$ cat config.mk
export PLATFORM = sky130hd
export DESIGN_NAME = serial_adder_seq
export DESIGN_NICKNAME = d
export VERILOG_FILES = /design/src/rtl/serial_adder_seq.sv
export SDC_FILE = /design/constraint.sdc
export NUM_CORES = 1
export LEC_CHECK = 0
export CAP_MARGIN = 10
export CORE_ASPECT_RATIO = 1.25
export CORE_UTILIZATION = 45
export CTS_BUF_LIST = sky130_fd_sc_hd__clkbuf_8
export CTS_CLUSTER_SIZE = 12
export DETAILED_ROUTE_END_ITERATION = 8
export PLACE_DENSITY = 0.76
export SYNTH_ARGS = -nofsm -noshare
export SYNTH_HDL_FRONTEND = slang
export SYNTH_SLANG_ARGS = --single-unit
$ cat constraint.sdc
create_clock -name clk -period 1.7 [get_ports clk]
set_input_delay 0.34 -clock clk [delete_from_list [all_inputs] [get_ports clk]]
set_output_delay 0.34 -clock clk [all_outputs]
set_load 0.02 [all_outputs]
$ cat src/rtl/serial_adder_seq.sv
// rtl/serial_adder_seq.sv - bit-serial WIDTH-bit adder around a single full-adder slice
// Operands shift LSB-first through the slice; the carry lives in a flop between cycles.
module serial_adder_seq #(
    parameter int WIDTH = 8
) (
    input  logic             clk,
    input  logic             rst,
    input  logic             in_valid,
    output logic             in_ready,
    input  logic [WIDTH-1:0] a,
    input  logic [WIDTH-1:0] b,
    input  logic             cin,
    output logic             out_valid,
    input  logic             out_ready,
    output logic [WIDTH-1:0] sum,
    output logic             cout,
    output logic             ovf,
    output logic             busy
);

    localparam int CW = $clog2(WIDTH) + 1;
    localparam logic [CW-1:0] LAST = CW'(WIDTH - 1);

    typedef enum logic [1:0] {
        IDLE = 2'd0,
        RUN  = 2'd1,
        DONE = 2'd2
    } state_t;

    state_t          state;
    logic [WIDTH-1:0] a_sr;
    logic [WIDTH-1:0] b_sr;
    logic [WIDTH-1:0] sum_sr;
    logic [WIDTH-1:0] sum_shift;
    logic             carry;
    logic [CW-1:0]    cnt;
    logic             s;
    logic             c;
    logic             cmsb;

    // One full-adder slice; sum_shift is the sum register after this bit lands at the MSB.
    always_comb begin
        s         = a_sr[0] ^ b_sr[0] ^ carry;
        c         = (a_sr[0] & b_sr[0]) | (carry & (a_sr[0] ^ b_sr[0]));
        cmsb      = carry;
        sum_shift = sum_sr >> 1;
        sum_shift[WIDTH-1] = s;
    end

    always_ff @(posedge clk or posedge rst) begin
        if (rst) begin
            state     <= IDLE;
            a_sr      <= '0;
            b_sr      <= '0;
            sum_sr    <= '0;
            carry     <= 1'b0;
            cnt       <= '0;
            sum       <= '0;
            cout      <= 1'b0;
            ovf       <= 1'b0;
            in_ready  <= 1'b1;
            out_valid <= 1'b0;
            busy      <= 1'b0;
        end else begin
            case (state)
                IDLE: begin
                    if (in_valid && in_ready) begin
                        a_sr     <= a;
                        b_sr     <= b;
                        carry    <= cin;
                        cnt      <= '0;
                        state    <= RUN;
                        in_ready <= 1'b0;
                        busy     <= 1'b1;
                    end
                end
                RUN: begin
                    a_sr   <= a_sr >> 1;
                    b_sr   <= b_sr >> 1;
                    sum_sr <= sum_shift;
                    carry  <= c;
                    cnt    <= cnt + CW'(1);
                    if (cnt == LAST) begin
                        sum       <= sum_shift;
                        cout      <= c;
                        ovf       <= cmsb ^ c;
                        state     <= DONE;
                        busy      <= 1'b0;
                        out_valid <= 1'b1;
                    end
                end
                DONE: begin
                    if (out_ready) begin
                        state     <= IDLE;
                        out_valid <= 1'b0;
                        in_ready  <= 1'b1;
                    end
                end
                default: begin
                    state     <= IDLE;
                    in_ready  <= 1'b1;
                    out_valid <= 1'b0;
                    busy      <= 1'b0;
                end
            endcase
        end
    end

endmodule

**Yosys cells after proc, flatten, opt, wreduce, memory -nomap -nowiden**

Index checks and enable logic that the tools add are counted.

- Word-level logic and storage cells: 58
- Register bits after elaboration: 44
- Output and inout port bits: 13
- Input bits: 21

- Mux-type cells: 21
- Equality and inequality tests: 6
- Reduce and logical (&&, ||, !) cells: 9
- $add $sub $neg: 1
- Bitwise operators: 9

Operators with widths:

| kind | number |
|---|---|
| 8-bit one-hot mux with 2 select lines | 2 |
| 8-bit 2-to-1 mux | 2 |
| 3-bit AND reduction | 4 |
| 1-bit one-hot mux with 3 select lines | 3 |
| 4-bit one-hot mux with 2 select lines | 1 |
| 1-bit 2-to-1 mux | 7 |
| 2-bit 2-to-1 mux | 3 |
| 2-bit != test, second input constant | 3 |
| 2-bit one-hot mux with 3 select lines | 1 |
| 4-bit by 1-bit adder with 4-bit output, second input constant | 1 |
| 4-bit by 3-bit equality test with 1-bit output, second input constant | 1 |
| 4-bit 2-to-1 mux | 1 |
| 2-bit AND reduction | 2 |
| 1-bit NOT | 3 |
| 1-bit XOR | 3 |
| 1-bit AND | 2 |
| 2-bit by 1-bit equality test with 1-bit output, second input constant | 1 |
| 2-bit equality test, second input constant | 1 |
| 2-bit zero test | 1 |
| 1-bit one-hot mux with 2 select lines | 1 |
| 2-bit nonzero test | 1 |
| 1-bit logical AND | 1 |
| 1-bit OR | 1 |

**Depth between registers and ports, before layout**

- Depth after elaboration: 4
- Gate-level depth with buffers: 6

**Worst setup path before layout**

Ideal clock, no wire load.

- Path kind: flip-flop to flip-flop
- Start point: register in_ready
- End point: register cnt[3]
- Path buffers: 1
- Slack: 0.232 ns
- Library setup time: 0.124 ns
- Stages on the path, launching flop included: 5
- Arrival: 1.344 ns
- Cell sequence: dfstp_2 -> a21oi_2 -> or2_1 -> buf_6 -> a211o_1

- Longest elaborated chain between the ends: 3

Ends and longest elaborated chain:

| what | RTL line | text |
|---|---|---|
| from (decl) | 9 | `output logic in_ready,` |
| from (signal assigned) | 61 | `in_ready <= 1'b1;` |
| from (signal assigned) | 73 | `in_ready <= 1'b0;` |
| from (signal assigned) | 96 | `in_ready <= 1'b1;` |
| 1-bit logical AND | 67 | `if (in_valid && in_ready) begin` |
| 2-bit != test (no line) | -- |  |
| 2-bit AND reduction (no line) | -- |  |
| to (signal assigned) | 82 | `cnt <= cnt + CW'(1);` |
| to (decl) | 36 | `logic [CW-1:0] cnt;` |

Every way passes these cells.
A chain may end at the register's enable or synchronous reset.

**Final worst setup path**

- Start point: register busy
- End point: output busy

RTL lines:

| what | RTL line | text |
|---|---|---|
| from (decl) | 18 | `output logic busy` |
| from (signal assigned) | 63 | `busy <= 1'b0;` |
| from (signal assigned) | 74 | `busy <= 1'b1;` |
| from (signal assigned) | 88 | `busy <= 1'b0;` |

No word-level cell between the ends.

==> impl_results.md <==
* Post-Synth Simple-Gate Area at 8.93%
* Post-synth EDFFs at 0
* HP Class: input port to asynchronous set/reset pin
* CTS Sinks at 43
* Asr flop ratio synth at 100%
* Gpl congestion at 0.719
* Data required, critical path at 1360 ps
* Total power at 3.67 mW
* Layout cell share with drive strength beyond 1 at 14.4%
* CP Cell Sequence: clkdlybuf4s50_1
* Synth area leader: dfrtp_1
* Crit Path Class: flip-flop to output pin
* FP Rows at 26
* Pre-antenna DRT Iters at 4
* Die X at 60.8 um
* Post-CTS Setup Repair Bufs at 0
* PD cells at 1500 nW/um^2
* Max-slew violation count at 0
* Maximum vdd drop at 0.689 mV
* Total track usage at 17.7%
* Top-area cell type share of the netlist area at 54.0%
* IO buf count at 33
* Antenna violations before repair at 0
* GR Overflow Total at 0
* Layout area overhead at 25.4%
* Post-synthesis mux area share at 15.2%
* Cell family with most CP delay: buffers and inverters
* Synth unique cells at 34
* Die area at 4600 um^2
* Clk root buf: clkbuf_8
* RSZ-0062 raised after global routing: no
* DRC at 0
* Starting Density at 47.1%
* F_max at 618 MHz
* Number of DRC markers in iteration 0 at 74
* TritonCTS Buffers at 5
* Worst setup EP type: output pin
* CTS clk-pin slew, worst paths at 70 ps
* Synth Area in Compound Gates at 13.6%
* Register bit total from synthesis at 43
* Final HPWL DP at 2.35 mm
* Vias after detailed routing at 1365
* Min cycle time layout at 1620 ps
* Largest net degree at the start of global routing at 44
* Final WL at 3.40 mm
* Top-level I/O count at 34
* CP max stage delay at 610 ps
* Worst relative slew slack at 75.1%
* Crit path DAT at 1280 ps
* Setup-failing EPs final at 0
* Synth Area in Adders at 1.67%
* Most frequent cells in the layout: dfrtp_1 (42), clkdlybuf4s50_1 (32), nand2_1 (23)
* Worst-margin pin slew at 373 ps
* Clk_lat worst skew at 290 ps
* # H-tree levels at 2
* Mapped Cells at 169
* Syn_area_per_cell at 11.5 um^2
* Placed Cells at 257
* Sum of negative setup slack at 0 ps
* Worst Skew at 3.50 ps
* Vias in the first global route at 1356
* Crit path max-delay cell type: clkdlybuf4s50_1
* Die Height at 75.5 um
* Post-DR vias/cell at 5.15
* Max Buffers Root-to-Sink at 2
* Nets at 231
* Yosys Warn Count at 0
* First-pass GRT wire length at 5.96 mm
* Ranking of synthesized cells by area: dfrtp_1 (54%), mux2i_1 (7.7%), mux2_4 (6.9%)
* Diode count at 0
* Synth Flop Type: dfrtp_1
* DRT antenna net count at 0
* Syn nets at 192
* Hold Violations, Final at 0
* Core area at 4130 um^2
* Status: finished clean
* Fin cells at 265
* Wire per inst at 12.8 um
* Commonest non-fill, non-tap cell in the layout: dfrtp_1
* Worst setup SP type: flip-flop
* Xor and xnor area share after synthesis at 0.450%
* Final worst-path cycle share at 95.2%
* Max-cap violations at 0
* CTS resizes at 1
* Sequential area share after synthesis at 55.3%
* CTS tree: done
* Cts hold-fix bufs at 0
* Critical path buffers and inverters at 1
* Worst Path Max Fanout at 3
* Leakage Power at 1.21 nW
* Post-Syn Area at 1950 um^2
* Main combinational cell family by area after synthesis: multiplexers
-- Yosys cell counts (2+ instances only) --
cell type	number
o21a_1	2
buf_2	2
o21ai_0	22
inv_1	2
mux2_4	9
mux2i_1	15
nand3_1	2
clkbuf_1	3
nor2_1	3
nand2_1	23
buf_6	5
nor3_1	2
o21ai_1	10
a22o_1	3
nand2b_1	2
a21oi_1	5
dfrtp_1	42
-- where the power goes --
part           leakage [nW]  switching (mW)  internal (mW)
logic                 0.606           0.654          0.721
clock network        0.0505           0.322          0.276
registers             0.550           0.265           1.43
total                  1.21            1.24           2.43
-- cell type report --
class | count | area [um^2]
fillers | 370 | 1690
clock buffers | 5 | 68.8
well taps | 56 | 70.1
clock inverters | 3 | 12.5
repair buffers | 43 | 429
flip-flops and latches | 43 | 1080
inverters | 2 | 7.51
multi-input cells | 113 | 777
-- worst paths after layout --
| kind | cells after the start | to | from | slack, ps |
|---|---|---|---|---|
| max | 1 | busy | busy | 80 |
| min | 3 | sum[5] | rst | 400 |
| max reg2reg | 5 | sum[4] | cnt[0] | 150 |
| min reg2reg | 2 | sum_sr[1] | sum_sr[1] | 500 |
| max in group asynchronous | 3 | in_ready | rst | 1040 |
| min in group clk | 2 | sum_sr[1] | sum_sr[1] | 500 |
-- registers in the layout, summed over array words and instances (netlist names) --
signal	cells
b_sr	8
sum_sr	7
out_valid	1
cout	1
carry	1
a_sr	8
sum	8
cnt	4
in_ready	1
ovf	1
busy	1
state	2
-- layer usage --
metal	wire length, um	share of wire, %	track usage, %	vias to the layer above
li1	-	-	-	662
met1	1530	45	20.7	665
met2	1720	51	30.9	33
met3	104	3.1	4.07	5
met4	43	1.3	7.58	0
met5	0	0	0	-
-- metrics by stage --
stage / hold WS [ps] / util (%) / setup slack [ps] / area (um^2)
5_1_grt: 443 / 59.1 / 26.2 / 2440
6_report: 398 / 59.1 / 81.1 / 2440
3_3_place_gp: 460 / 57.2 / 35.2 / 2360
2_1_floorplan: 446 / - / 232 / 1950
4_1_cts: 406 / 59.1 / 60.1 / 2440
3_5_place_dp: 488 / 57.2 / 9.58 / 2360
-- cell families (layout without fill, tap and decap cells) --
group                      count (synthesis)  in the layout
AOI/OAI and AO/OA                         47             47
DFF                                       43             43
and+or+nand+nor                           38             38
muxes                                     25             25
buffers and inverters                     13             53
adders and majority gates                  2              2
xor gates and xnor gates                   1              1
(Power assumes the default switching activity.)
==> RTL change (config.mk and constraints unchanged) <==
The 3 states of `state_t` get a one-hot encoding in 3 bits.
--- a/src/rtl/serial_adder_seq.sv
+++ b/src/rtl/serial_adder_seq.sv
@@ -21,10 +21,10 @@
     localparam int CW = $clog2(WIDTH) + 1;
     localparam logic [CW-1:0] LAST = CW'(WIDTH - 1);
 
-    typedef enum logic [1:0] {
-        IDLE = 2'd0,
-        RUN  = 2'd1,
-        DONE = 2'd2
+    typedef enum logic [2:0] {
+        IDLE = 3'b001,
+        RUN  = 3'b010,
+        DONE = 3'b100
     } state_t;
 
     state_t          state;
Check against the original RTL: same outputs for any inputs over 10 cycles, from zero or initial values and one cycle with rst high; not proved beyond that.
==> RTL change against the original RTL <==
First-iteration DRC count rose by 38%; cell area rose by 9.6%; synthesized area rose by 7.5%; fmax fell by 1.8%; worst setup slack got worse by 0.029 ns; largest cell class unchanged; total power rose by 7.3%; die area rose by 7.2%; sequential cell count rose by 1; wire length rose by 21%; count of clock-buffer cells in the layout did not move; largest power group unchanged.
==> RTL change: results (changes against the original RTL) <==
outcome finished clean; initial DRC count 102 (+38%); Synth Area in Compound Gates 0.180 (+0.0438); register area share after synthesis 0.528 (-0.0258); # nets final 266 (+15%); multi-input gates 139 (+23%); flop-to-flop setup slack 0.17 ns (+0.02 ns); share of post-route cells with drive strength above 1 0.160 (+0.0163); Max Clock Skew 0.00908 ns (+0.00557 ns); top cells by area, synth dfrtp_1 (50%), o21ai_0 (5.5%), a31oi_1 (5.4%), mux2_1 (4.8%), a21oi_1 (4.8%); area post-placement 2520 µm² (+6.6%); placed cell count 294 (+14%); filler instances 362 (-2.2%); DPL Wire Length 2.78 mm (+18%); Yosys top cell area share 0.502 (-0.0375); worst reg2reg path endpoint a_sr[6]$_DFFE_PP0P_; fin cells 302 (+14%); Tot GR Track Use 0.197 (+0.0197); gpl congestion 0.774 (+7.7%); post-layout min period 1.65 ns (+0.0290 ns); Syn Nets 229 (+19%); final instance area 2680 µm² (+9.6%); buffers outside the clock class 47 (+9.3%); VDD IR-drop max 0.693 mV (+0.57%); vias in the first global route 1,682 (+24%); met3 usage 0.0451 (+0.00431); synth cell count leaders dfrtp_1 (42), nand2_1 (24), o21ai_0 (23); hold slack final 0.407 ns (+0.00894 ns); RR Startpoint state[2]$_DFFE_PP0P_; first-pass GRT wire length 7.54 mm (+27%); FFs & Latches 44 (+2.3%); clock-cell share of area 0.0594 (+0.0261); GR Util met1 0.239 (+0.0315); largest family of logic cells by synthesized area compound AO/OA/AOI/OAI gates; crit path from busy$_DFFE_PP0P_; Placement Setup Slack 0.0382 ns (+0.0286 ns); Via-to-Cell Ratio 5.49 (+6.5%); mux contribution to synthesized area 0.0592 (-0.0931); area occupied by multi-input gates 860 µm² (+11%); Reg clk slew, reported paths 0.09 ns (+0.02 ns); met2 wire len 2.09 mm (+21%); library cells used by synthesis 37 (+8.8%); crit path max fanout 4 (+1); WL met1 1.84 mm (+20%); crit path DAT 1.31 ns (+0.03 ns); largest net degree at the start of global routing 45 (+2.3%); LEAKAGE 1.19 nW (-1.2%); # Taps 58 (+3.6%)
RTL change: cell count changes after synthesis, sizes merged, moves of 3 or more:
| cell | unedited run | this run |
|---|---|---|
| nor3b | 0 | 3 |
| o21ai | 32 | 24 |
| mux2i | 15 | 1 |
| a22o | 3 | 0 |
| buf | 8 | 12 |
| a31oi | 1 | 18 |
| a21oi | 6 | 20 |
| inv | 2 | 5 |
| nor2 | 4 | 17 |
RTL change: worst register-to-register path: stages (launching register included):
cell	delay (ns)
dfrtp_1	0.39
buf_4	0.17
or3b_1	0.44
buf_4	0.25
nor2_1	0.12
a21oi_1	0.05
RTL change: power groups by stage:
stage / combinational, mW / sequential [mW] / clock, mW
CTS: 1.22 / 1.63 / 1.11
global route: 1.38 / 1.69 / 1.15
detailed placement: 1.23 / 1.65 / 0
floorplan: 0.911 / 1.61 / 0
global placement: 1.19 / 1.64 / 0
finish: 1.22 / 1.63 / 1.09
